## config.mk

```make
export PLATFORM = sky130hd
export DESIGN_NAME = mem_wb_stage
export DESIGN_NICKNAME = d
export VERILOG_FILES = /design/src/rtl/mem_wb_stage.sv
export SDC_FILE = /design/constraint.sdc
export NUM_CORES = 1
export LEC_CHECK = 0
export ABC_AREA = 1
export BUFFER_PORTS_ARGS = -buffer_cell sky130_fd_sc_hd__buf_2
export CORE_MARGIN = 1.5
export CORE_UTILIZATION = 47
export CTS_CLUSTER_DIAMETER = 60
export DETAILED_ROUTE_END_ITERATION = 8
export MAX_ROUTING_LAYER = met4
export PLACE_DENSITY = 0.85
export SKIP_CTS_REPAIR_TIMING = 1
export SYNTH_ARGS = -nofsm -noshare
export SYNTH_HDL_FRONTEND = slang
export SYNTH_SLANG_ARGS = --single-unit
```

## constraint.sdc

```tcl
create_clock -name clk -period 2.9 [get_ports clk]
set_input_delay 0.29 -clock clk [delete_from_list [all_inputs] [get_ports clk]]
set_output_delay 0.29 -clock clk [all_outputs]
set_load 0.01 [all_outputs]
```

## src/rtl/mem_wb_stage.sv

```systemverilog
// Elastic MEM/WB stage register: merges MEM-stage exceptions into the beat and
// buffers it behind a valid/ready handshake. Define MEM_WB_SKID_EN for the two-entry skid buffer.
module mem_wb_stage #(
  parameter int unsigned DATA_W         = 32,
  parameter int unsigned REG_ADDR_W     = 5,
  parameter int unsigned EXP_W          = 3,
  parameter int unsigned EXP_NONE       = 0,
  parameter int unsigned EXP_MISS_ALIGN = 1,
  parameter int unsigned EXP_BUS_ERR    = 2
) (
  input  logic                  clk,
  input  logic                  reset,
  input  logic                  in_valid,
  output logic                  in_ready,
  input  logic [EXP_W-1:0]      ex_exp_code,
  input  logic [DATA_W-1:0]     ex_pc,
  input  logic                  ex_en,
  input  logic [REG_ADDR_W-1:0] ex_rd_addr,
  input  logic                  ex_gpr_we_,
  input  logic [DATA_W-1:0]     out,
  input  logic                  miss_align,
  input  logic                  bus_err,
  input  logic                  flush,
  input  logic                  wb_ready,
  output logic                  mem_valid,
  output logic [EXP_W-1:0]      mem_exp_code,
  output logic [DATA_W-1:0]     mem_pc,
  output logic                  mem_en,
  output logic [REG_ADDR_W-1:0] mem_rd_addr,
  output logic                  mem_gpr_we_,
  output logic [DATA_W-1:0]     mem_out
);

  typedef struct packed {
    logic [EXP_W-1:0]      exp_code;
    logic [DATA_W-1:0]     pc;
    logic                  en;
    logic [REG_ADDR_W-1:0] rd_addr;
    logic                  gpr_we_;
    logic [DATA_W-1:0]     data;
  } beat_t;

  localparam logic [EXP_W-1:0] CODE_NONE  = EXP_W'(EXP_NONE);
  localparam logic [EXP_W-1:0] CODE_ALIGN = EXP_W'(EXP_MISS_ALIGN);
  localparam logic [EXP_W-1:0] CODE_BUS   = EXP_W'(EXP_BUS_ERR);
  localparam beat_t RESET_BEAT = '{exp_code: CODE_NONE, pc: '0, en: 1'b0,
                                   rd_addr: '0, gpr_we_: 1'b1, data: '0};

`ifdef MEM_WB_SKID_EN
  typedef enum logic [1:0] {EMPTY = 2'd0, ONE = 2'd1, FULL = 2'd2} state_e;
  beat_t skid_q, skid_d;
  logic  in_ready_q;
`else
  typedef enum logic [1:0] {EMPTY = 2'd0, ONE = 2'd1} state_e;
`endif

  state_e state_q, state_d;
  beat_t  main_q, main_d;
  beat_t  in_beat;
  logic   accept, consume;

  // An exception from an earlier stage wins; a MEM-raised one kills the write-back.
  always_comb begin
    in_beat = '{exp_code: ex_exp_code, pc: ex_pc, en: ex_en,
                rd_addr: ex_rd_addr, gpr_we_: ex_gpr_we_, data: out};
    if (ex_exp_code == CODE_NONE && (bus_err || miss_align)) begin
      in_beat.exp_code = bus_err ? CODE_BUS : CODE_ALIGN;
      in_beat.rd_addr  = '0;
      in_beat.gpr_we_  = 1'b1;
      in_beat.data     = '0;
    end
  end

`ifdef MEM_WB_SKID_EN
  assign in_ready = in_ready_q;
`else
  assign in_ready = (state_q == EMPTY) || wb_ready;
`endif

  assign accept  = in_valid && in_ready;
  assign consume = (state_q != EMPTY) && wb_ready;

  always_comb begin
    state_d = state_q;
    main_d  = main_q;
`ifdef MEM_WB_SKID_EN
    skid_d  = skid_q;
`endif
    if (flush) begin
      state_d = EMPTY;
      main_d  = RESET_BEAT;
`ifdef MEM_WB_SKID_EN
      skid_d  = RESET_BEAT;
`endif
    end else begin
      case (state_q)
        EMPTY: begin
          if (accept) begin
            main_d  = in_beat;
            state_d = ONE;
          end
        end
        ONE: begin
          if (accept && consume) begin
            main_d = in_beat;
`ifdef MEM_WB_SKID_EN
          end else if (accept) begin
            skid_d  = in_beat;
            state_d = FULL;
`endif
          end else if (consume) begin
            main_d  = RESET_BEAT;
            state_d = EMPTY;
          end
        end
`ifdef MEM_WB_SKID_EN
        FULL: begin
          if (consume) begin
            main_d  = skid_q;
            skid_d  = RESET_BEAT;
            state_d = ONE;
          end
        end
`endif
        default: begin
          state_d = EMPTY;
          main_d  = RESET_BEAT;
        end
      endcase
    end
  end

  always_ff @(posedge clk) begin
    if (reset) begin
      state_q    <= EMPTY;
      main_q     <= RESET_BEAT;
`ifdef MEM_WB_SKID_EN
      skid_q     <= RESET_BEAT;
      in_ready_q <= 1'b1;
`endif
    end else begin
      state_q    <= state_d;
      main_q     <= main_d;
`ifdef MEM_WB_SKID_EN
      skid_q     <= skid_d;
      // Registered so in_ready never depends combinationally on wb_ready.
      in_ready_q <= (state_d != FULL);
`endif
    end
  end

  assign mem_valid    = (state_q != EMPTY);
  assign mem_exp_code = main_q.exp_code;
  assign mem_pc       = main_q.pc;
  assign mem_en       = main_q.en;
  assign mem_rd_addr  = main_q.rd_addr;
  assign mem_gpr_we_  = main_q.gpr_we_;
  assign mem_out      = main_q.data;

endmodule

```

# After elaboration in Yosys (flattened, before gate mapping)
# Index checks and enable logic that the tools add are counted.
# totals
ff_bits,76
output_inout_bits,76
wordCells,35
# classes
eq_ne,5
muxes,11
reduce_logical,12
# op_table
operator,count
74-bit two-way mux,3
74-bit one-hot mux with 2 select lines,1
38-bit two-way mux,1
2-bit two-way mux,4
"2-bit inequality test, second input constant",3
1-bit logical AND,4
2-bit one-hot mux with 2 select lines,1
3-bit logical NOT,1
3-bit two-way mux,1
"3-bit inequality test, second input constant",1
3-bit AND reduction,1
"2-bit by 1-bit equality test with 1-bit output, second input constant",1
2-bit logical NOT,1
1-bit logical OR,2
2-bit AND reduction,1
2-bit nonzero test,1
2-bit OR reduction,1

# Longest topological paths before layout
# Gate-level depths: netlist of run 1.
# depth
ltp_word,6
ltp_mapped,7

# Worst setup path after synthesis of run 1
# No wires, ideal clock.
# synth_timing
kind,reg-to-reg
start,reg state_q[0]
end,"reg main_q, in the netlist mem_exp_code[0]"
arrival_time_ns,1.133
t_required_ns,2.830
path_slack_ns,1.696
path_stages_with_launch,7
n_path_buf,2
path_cell_list,dfxtp_1 nand2_2 o21ai_2 buf_6 buf_6 nand2_1 a21oi_1
# synth_between
elab_chain_cells,6
word_cells_on_any_way,12
classes_between,eq/ne (3); mux (2); reduce/logical (7)
# synth_rtl
element,line,rtl
"start, declared",57,"state_e state_q, state_d;"
"start signal, assigned",142,state_q <= state_d;
2-bit logical NOT (*),77,assign in_ready = (state_q == EMPTY) || wb_ready;
1-bit logical OR (*),77,
named net in_ready,14,"output logic in_ready,"
1-bit logical AND (*),80,assign accept = in_valid && in_ready;
1-bit logical AND,104,if (accept && consume) begin
74-bit two-way mux or 3-bit inequality test (tied branches),-,
74-bit one-hot mux with 2 select lines or 2-bit AND reduction (tied branches),-,
"end signal, assigned",143,main_q <= main_d;
"end, declared",58,"beat_t main_q, main_d;"
# Mark *: on every way through the listed nets, which the timed path passes. The rest lies on a longest branch.
# A chain may end at the register's enable or synchronous reset.

# Worst setup path after layout of run 1
# layout_timing
start,reg state_q[0]
end,"reg main_q, in the netlist mem_pc[10]"
# layout_between
elab_chain_cells,6
word_cells_on_any_way,12
classes_between,eq/ne (3); mux (2); reduce/logical (7)
# layout_rtl
element,line
2-bit logical NOT,"77, 96"
1-bit logical OR,77
1-bit logical AND,80
1-bit logical AND,104
74-bit two-way mux or 3-bit inequality test (tied branches),-
74-bit one-hot mux with 2 select lines or 2-bit AND reduction (tied branches),-
# Several ways; a longest one is shown, not always the timed one.

==> results of run 1 <==
==> power groups by stage <==
stage          combinational, mW  sequential (mW)  clock, mW
5_1_grt                    0.266             1.08      0.962
3_5_place_dp               0.239             1.10          0
4_1_cts                    0.240             1.08      0.913
3_3_place_gp               0.234             1.10          0
2_1_floorplan              0.125             1.12          0
6_report                   0.238             1.08      0.893
==> metal layers <==
layer / wire length [µm] / GRT usage, %
met1: 2960 / 25.69
met2: 3479 / 40.09
met3: 459 / 6.207
met4: 93 / 8.421
met5: 0 / -
==> registers in the layout, indices dropped and copies added (netlist names) <==
signal,cells
mem_exp_code,3
mem_pc,32
mem_out,32
state_q,1
mem_rd_addr,5
mem_gpr_we_,1
mem_en,1
==> cell families after synthesis <==
group           count (synthesis)  synth area share, %
buf+inv                        34                6.856
flops                          75                54.84
simple gates                  156                23.40
compound gates                 78                14.90
==> final timing paths <==
| path | slack [ns] | cells after the start | end | from |
|---|---|---|---|---|
| min reg2reg | 0.46 | 2 | mem_pc[4] | mem_pc[4] |
| min | 0.20 | 3 | mem_pc[4] | ex_pc[4] |
| max | 1.20 | 5 | mem_pc[10] | state_q[0] |
| max reg2reg | 1.20 | 5 | mem_pc[10] | state_q[0] |
==> placed cells by master (no fill, tap or decap), types with 2 or more instances in the layout <==
cell type | netlist | final
buf_4 | 0 | 5
inv_1 | 7 | 6
nand3_1 | 39 | 39
buf_2 | 12 | 156
a21oi_1 | 74 | 74
nor2_1 | 3 | 3
bufinv_16 | 0 | 2
clkinv_2 | 0 | 3
dfxtp_1 | 75 | 75
nand2_1 | 111 | 111
clkbuf_8 | 0 | 11
==> layout make-up <==
type	instances	share of cell area, %
multi-input combinational	234	28.40
tap	72	2.423
timing repair buffer	161	22.01
clock buffer	11	4.071
clock inverter	5	2.019
sequential	75	40.38
inverter	7	0.7066
==> worst reg2reg max path, stage by stage, from the launching register on <==
cell	delay (ns)
dfxtp_1	0.47
nand2_2	0.13
o21ai_4	0.07
buf_4	0.58
nand2_1	0.20
a21oi_1	0.18
==> metrics by stage <==
stage / hold slack, ns / std cells / setup WS (ns) / instance area, µm² / utilization (%)
global route: 0.1748 / 565 / 1.088 / 3719 / 66.71
finish: 0.1975 / 565 / 1.202 / 3719 / 66.71
floorplan: 0.4099 / 343 / 1.696 / 2738 / -
global placement: 0.4449 / 549 / 1.226 / 3492 / 62.65
detailed placement: 0.4493 / 549 / 1.200 / 3492 / 62.65
CTS: 0.1872 / 565 / 1.233 / 3719 / 66.71
==> results.txt, run 1 <==
outcome - complete, no violations
Max-Cap Viols - 0
drt pass-1 iters - 4
Seq/Total Area, Yosys - 54.84%
worst slew pin tran - 0.7582 ns
H-tree depth - 3
worst-case clock buffer depth - 2
unrepaired setup endpoints after global routing - false
YS warnings - 0
CTS root buffer - clkbuf_8
Worst Clk Skew - 0.005361 ns
largest cells by area after synthesis - dfxtp_1 55%, nand2_1 15%, a21oi_1 14%
Avg Cell Area, Syn - 7.981 µm²
final wirelength - 6991 µm
full die area - 0.006292 mm²
startpoint types - register
# setup viols final - 0
Comb power frac - 10.8%
Crit. End Element - register
IO Pins - 157
antenna viol nets, final - 0
Post-Synthesis Cells - 343
Most used DFF post-synth - dfxtp_1
Hold Vio Cnt, Final - 0
vias in the first global route - 2626
TritonCTS clock tree - yes
CP Max Fanout - 75
TritonCTS Sinks - 75
async set or reset register ratio after synthesis - 0%
Multi-input gate area - 0.001056 mm²
initial antenna violation count - 0
leading area contributor after synthesis - dfxtp_1
area share of the largest cell type after synthesis - 54.84%
largest stage delay on the critical path - 0.58 ns
Via Count - 2868
clock power share - 40.4%
FMAX - 0.5888 GHz
Tot GR Track Use - 23.20%
Pwr Total - 2.210 mW
FP Rows - 27
P_sw - 0.5214 mW
Slew HR - 49.45%
Final min period - 1.698 ns
RePlAce Congestion - 0.7397
# nets final - 569
Sw Ratio - 23.59%
CTS buffer count - 9
Reg clk slew, reported paths - 0.08 ns
count leader, synth - nand2_1
HPWL Detailed - 4818 µm
Antenna Cells - 0
Cell variety after synth - 16
fin. max-slew vios - 0
HP Class - primary input to register
fraction of layout cells with a size suffix above 1 - 36.71%
Reg area - 0.001501 mm²
Core ar. - 0.005574 mm²
critical path buffer and inverter count - 1
Die Y - 79.32 µm
Final Cycle Share - 58.57%
# DRC - 0
Seq cells post-synth - 75
WP data required - 3.15 ns
Internal - 1.689 mW
clk_lat worst skew - 0.33 ns
pwr/cell area - 594.4 mW/mm²
Port Buffer Count - 156
# fillers - 494
Vias per Instance - 5.076
Area Growth Syn to Fin - 35.83%
crit path cell chain - nand2_2, o21ai_4, buf_4, nand2_1, a21oi_1
register share of total power - 48.8%
DRT iter0 DRCs - 149
Post-Syn Nets - 424
LEAKAGE - 1.789 nW
die width - 79.32 µm
Worst path slowest cell - buf_4
cell family with most CP delay - buffers and inverters
first-pass GRT wire length - 11170 µm
largest net degree at the start of global routing - 76
Initial Util - 49.11%
drt wl/cell - 12.37 µm
Mapped Area - 0.002738 mm²
post-route setup TNS - 0 ns
Synth top cells by count - 111 x nand2_1, 75 x dfxtp_1, 74 x a21oi_1, 39 x nand3_1, 12 x buf_2
grt total ovfl - 0
number of flops mapped to enable cells by yosys - 0
critical path arrival - 1.95 ns
Setup CP Type - register to register
worst vdd rail ir drop - 417.3 µV
Note: power is estimated with default switching activity, not from simulation.
==> run 2, diff against run 1 <==
--- a/config.mk
+++ b/config.mk
@@ -8,11 +8,11 @@
 export ABC_AREA = 1
 export BUFFER_PORTS_ARGS = -buffer_cell sky130_fd_sc_hd__buf_2
 export CORE_MARGIN = 1.5
-export CORE_UTILIZATION = 47
+export CORE_UTILIZATION = 39
 export CTS_CLUSTER_DIAMETER = 60
 export DETAILED_ROUTE_END_ITERATION = 8
 export MAX_ROUTING_LAYER = met4
-export PLACE_DENSITY = 0.85
+export PLACE_DENSITY = 0.75
 export SKIP_CTS_REPAIR_TIMING = 1
 export SYNTH_ARGS = -nofsm -noshare
 export SYNTH_HDL_FRONTEND = slang
==> constraint.sdc (replaced) <==
create_clock -name clk -period 1.5 [get_ports clk]
set_input_delay 0.15 -clock clk [delete_from_list [all_inputs] [get_ports clk]]
set_output_delay 0.15 -clock clk [all_outputs]
set_load 0.01 [all_outputs]
==> results.txt, run 2 (synthesis gave the netlist of run 1 again) <==
Crit. End Element - output pin (was register)
Final Worst Setup Slack - 0.2563 ns (was 1.202 ns)
startpoint types - register (unchanged)
Setup CP Type - register to output pin (was register to register)
unrepaired setup endpoints after global routing - false (unchanged)
Antenna Cells - 0 (unchanged)
LEAKAGE - 1.810 nW (was 1.789 nW)
Slew HR - 73.28% (was 49.45%)
worst vdd rail ir drop - 694.4 µV (was 417.3 µV)
worst-case clock buffer depth - 2 (unchanged)
clk_lat worst skew - 0.33 ns (about the same)
antenna viol nets, final - 0 (unchanged)
Final Cycle Share - 82.91%
drt wl/cell - 11.79 µm (was 12.37 µm)
die width - 86.78 µm (was 79.32 µm)
# fillers - 624 (was 494)
dpl ws - 0.2729 ns (was 1.200 ns)
drt pass-1 iters - 4 (unchanged)
initial antenna violation count - 0 (unchanged)
CP Max Fanout - 4 (was 75)
fin. max-slew vios - 0 (unchanged)
H-tree depth - 3 (unchanged)
Die Y - 86.78 µm (was 79.32 µm)
# DRC - 0 (unchanged)
first-pass GRT wire length - 10840 µm (was 11170 µm)
grt total ovfl - 0 (unchanged)
Levels on crit path - 2 (was 5)
Hold Vio Cnt, Final - 0 (unchanged)
Worst Reg2Reg Path Length in Cells - 5 (unchanged)
fraction of layout cells with a size suffix above 1 - 37.10% (was 36.71%)
WP data required - 1.35 ns (was 3.15 ns)
fin util - 56.04% (was 66.71%)
# setup viols final - 0 (unchanged)
Via Count - 2777 (was 2868)
HPWL Detailed - 4942 µm (was 4818 µm)
largest net degree at the start of global routing - 40 (was 76)
Initial Util - 40.29% (was 49.11%)
CTS root buffer - clkbuf_8 (unchanged)
RePlAce Congestion - 0.7326 (was 0.7397)
outcome - complete, no violations (unchanged)
Tot GR Track Use - 18.52% (was 23.20%)
crit path cell chain - nand2_2, buf_2 (was nand2_2, o21ai_4, buf_4, nand2_1, a21oi_1)
Final Instance Area - 0.003807 mm² (was 0.003719 mm²)
Vias per Instance - 4.691 (was 5.076)
pwr/cell area - 1095 mW/mm² (was 594.4 mW/mm²)
commonest non-fill, non-tap cell in the layout - buf_2 (unchanged)
Area Growth Syn to Fin - 39.08% (was 35.83%)
Final min period - 1.244 ns
worst flop-to-flop path startpoint - state_q[0] (unchanged)
final wirelength - 6981 µm (was 6991 µm)
Max-Cap Viols - 0 (unchanged)
Reg clk slew, reported paths - 0.07 ns (was 0.08 ns)
worst hold slack - 0.05280 ns (was 0.1975 ns)
TritonCTS clock tree - yes (unchanged)
DRT iter0 DRCs - 112 (was 149)
IO Pins - 157 (unchanged)
FMAX - 0.8041 GHz
post-route setup TNS - 0 ns (unchanged)
CP endpoint - in_ready (was mem_pc[10])
cell family with most CP delay - flip-flops (was buffers and inverters)
vias in the first global route - 2474 (was 2626)
largest stage delay on the critical path - 0.48 ns (was 0.58 ns)
Placed Instance Area - 0.003595 mm² (was 0.003492 mm²)
# nets final - 572 (was 569)
CTS buffer count - 9 (unchanged)
most frequent cells in the layout - 156 x buf_2, 111 x nand2_1, 75 x dfxtp_1, 74 x a21oi_1, 39 x nand3_1 (unchanged)
full die area - 0.007531 mm² (was 0.006292 mm²)
Port Buffer Count - 156 (unchanged)
FP Rows - 30 (was 27)
TritonCTS Sinks - 75 (unchanged)
worst reg2reg endpoint - mem_out[3] (was mem_pc[10])
critical path arrival - 1.09 ns (was 1.95 ns)
Core ar. - 0.006794 mm² (was 0.005574 mm²)
worst slew pin tran - 0.4008 ns (was 0.7582 ns)
Worst path slowest cell - dfxtp_1 (was buf_4)
Worst Clk Skew - 0.007721 ns (was 0.005361 ns)
critical path buffer and inverter count - 1 (unchanged)
R2R Setup Slk - 0.27 ns (was 1.20 ns)
Worst Setup SP - state_q[0] (unchanged)
HP Class - primary input to register (unchanged)
==> run 2: changes by cell type in the layout (fill, tap and decap cells not counted) <==
cell / before / now
clkinv_2: 3 / 2
bufinv_16: 2 / 1
clkinvlp_4: 0 / 1
buf_4: 5 / 4
clkbuf_8: 11 / 12
buf_12: 0 / 4
==> run 2: per-layer routing <==
metal / part of all wire (%) / wire [µm] / global-route usage, % / up-vias
met5: 0 / 0 / - / -
met4: 1.3 / 89 / 7.771 / 0
li1: - / - / - / 1415
met2: 50 / 3481 / 32.06 / 90
met1: 43 / 3003 / 20.29 / 1264
met3: 5.8 / 406 / 4.381 / 8
==> run 2: stage by stage <==
| stage | power (mW) | std cells |
|---|---|---|
| 3_5_place_dp | 2.622 | 576 |
| 4_1_cts | 4.215 | 592 |
| 2_1_floorplan | 2.403 | 343 |
| 3_3_place_gp | 2.613 | 576 |
| 5_1_grt | 4.352 | 592 |
| 6_report | 4.168 | 592 |
==> run 2: power breakdown <==
group | total (mW) | internal, mW | switching, mW
sequential | 2.09 | 2.05 | 0.0323
combinational | 0.488 | 0.216 | 0.272
clock | 1.59 | 0.900 | 0.694
==> run 2: cell type report <==
| class | count | area, µm² | share of cell area [%] |
|---|---|---|---|
| sequential | 75 | 1501 | 39.43 |
| clock buffer | 12 | 165.2 | 4.338 |
| tap | 96 | 120.1 | 3.155 |
| multi-input combinational | 234 | 1056 | 27.74 |
| timing repair buffer | 164 | 890.9 | 23.40 |
| inverter | 7 | 26.28 | 0.6901 |
| clock inverter | 4 | 47.55 | 1.249 |
==> run 2: worst min-delay path by stage <==
stage / from / end / slack [ns] / cells past startpoint
floorplan: reset / mem_gpr_we_ / 0.27 / 2
global placement: reset / mem_gpr_we_ / 0.39 / 3
global route: ex_pc[7] / mem_pc[7] / 0.05 / 3
detailed placement: reset / mem_gpr_we_ / 0.39 / 3
CTS: reset / mem_gpr_we_ / 0.04 / 3
finish: reset / mem_gpr_we_ / 0.05 / 3
==> run 2: tightest hold or removal path, stage by stage <==
cell and delay (ns):
buf_2 0.07, nor2_1 0.05, nand3_1 0.07
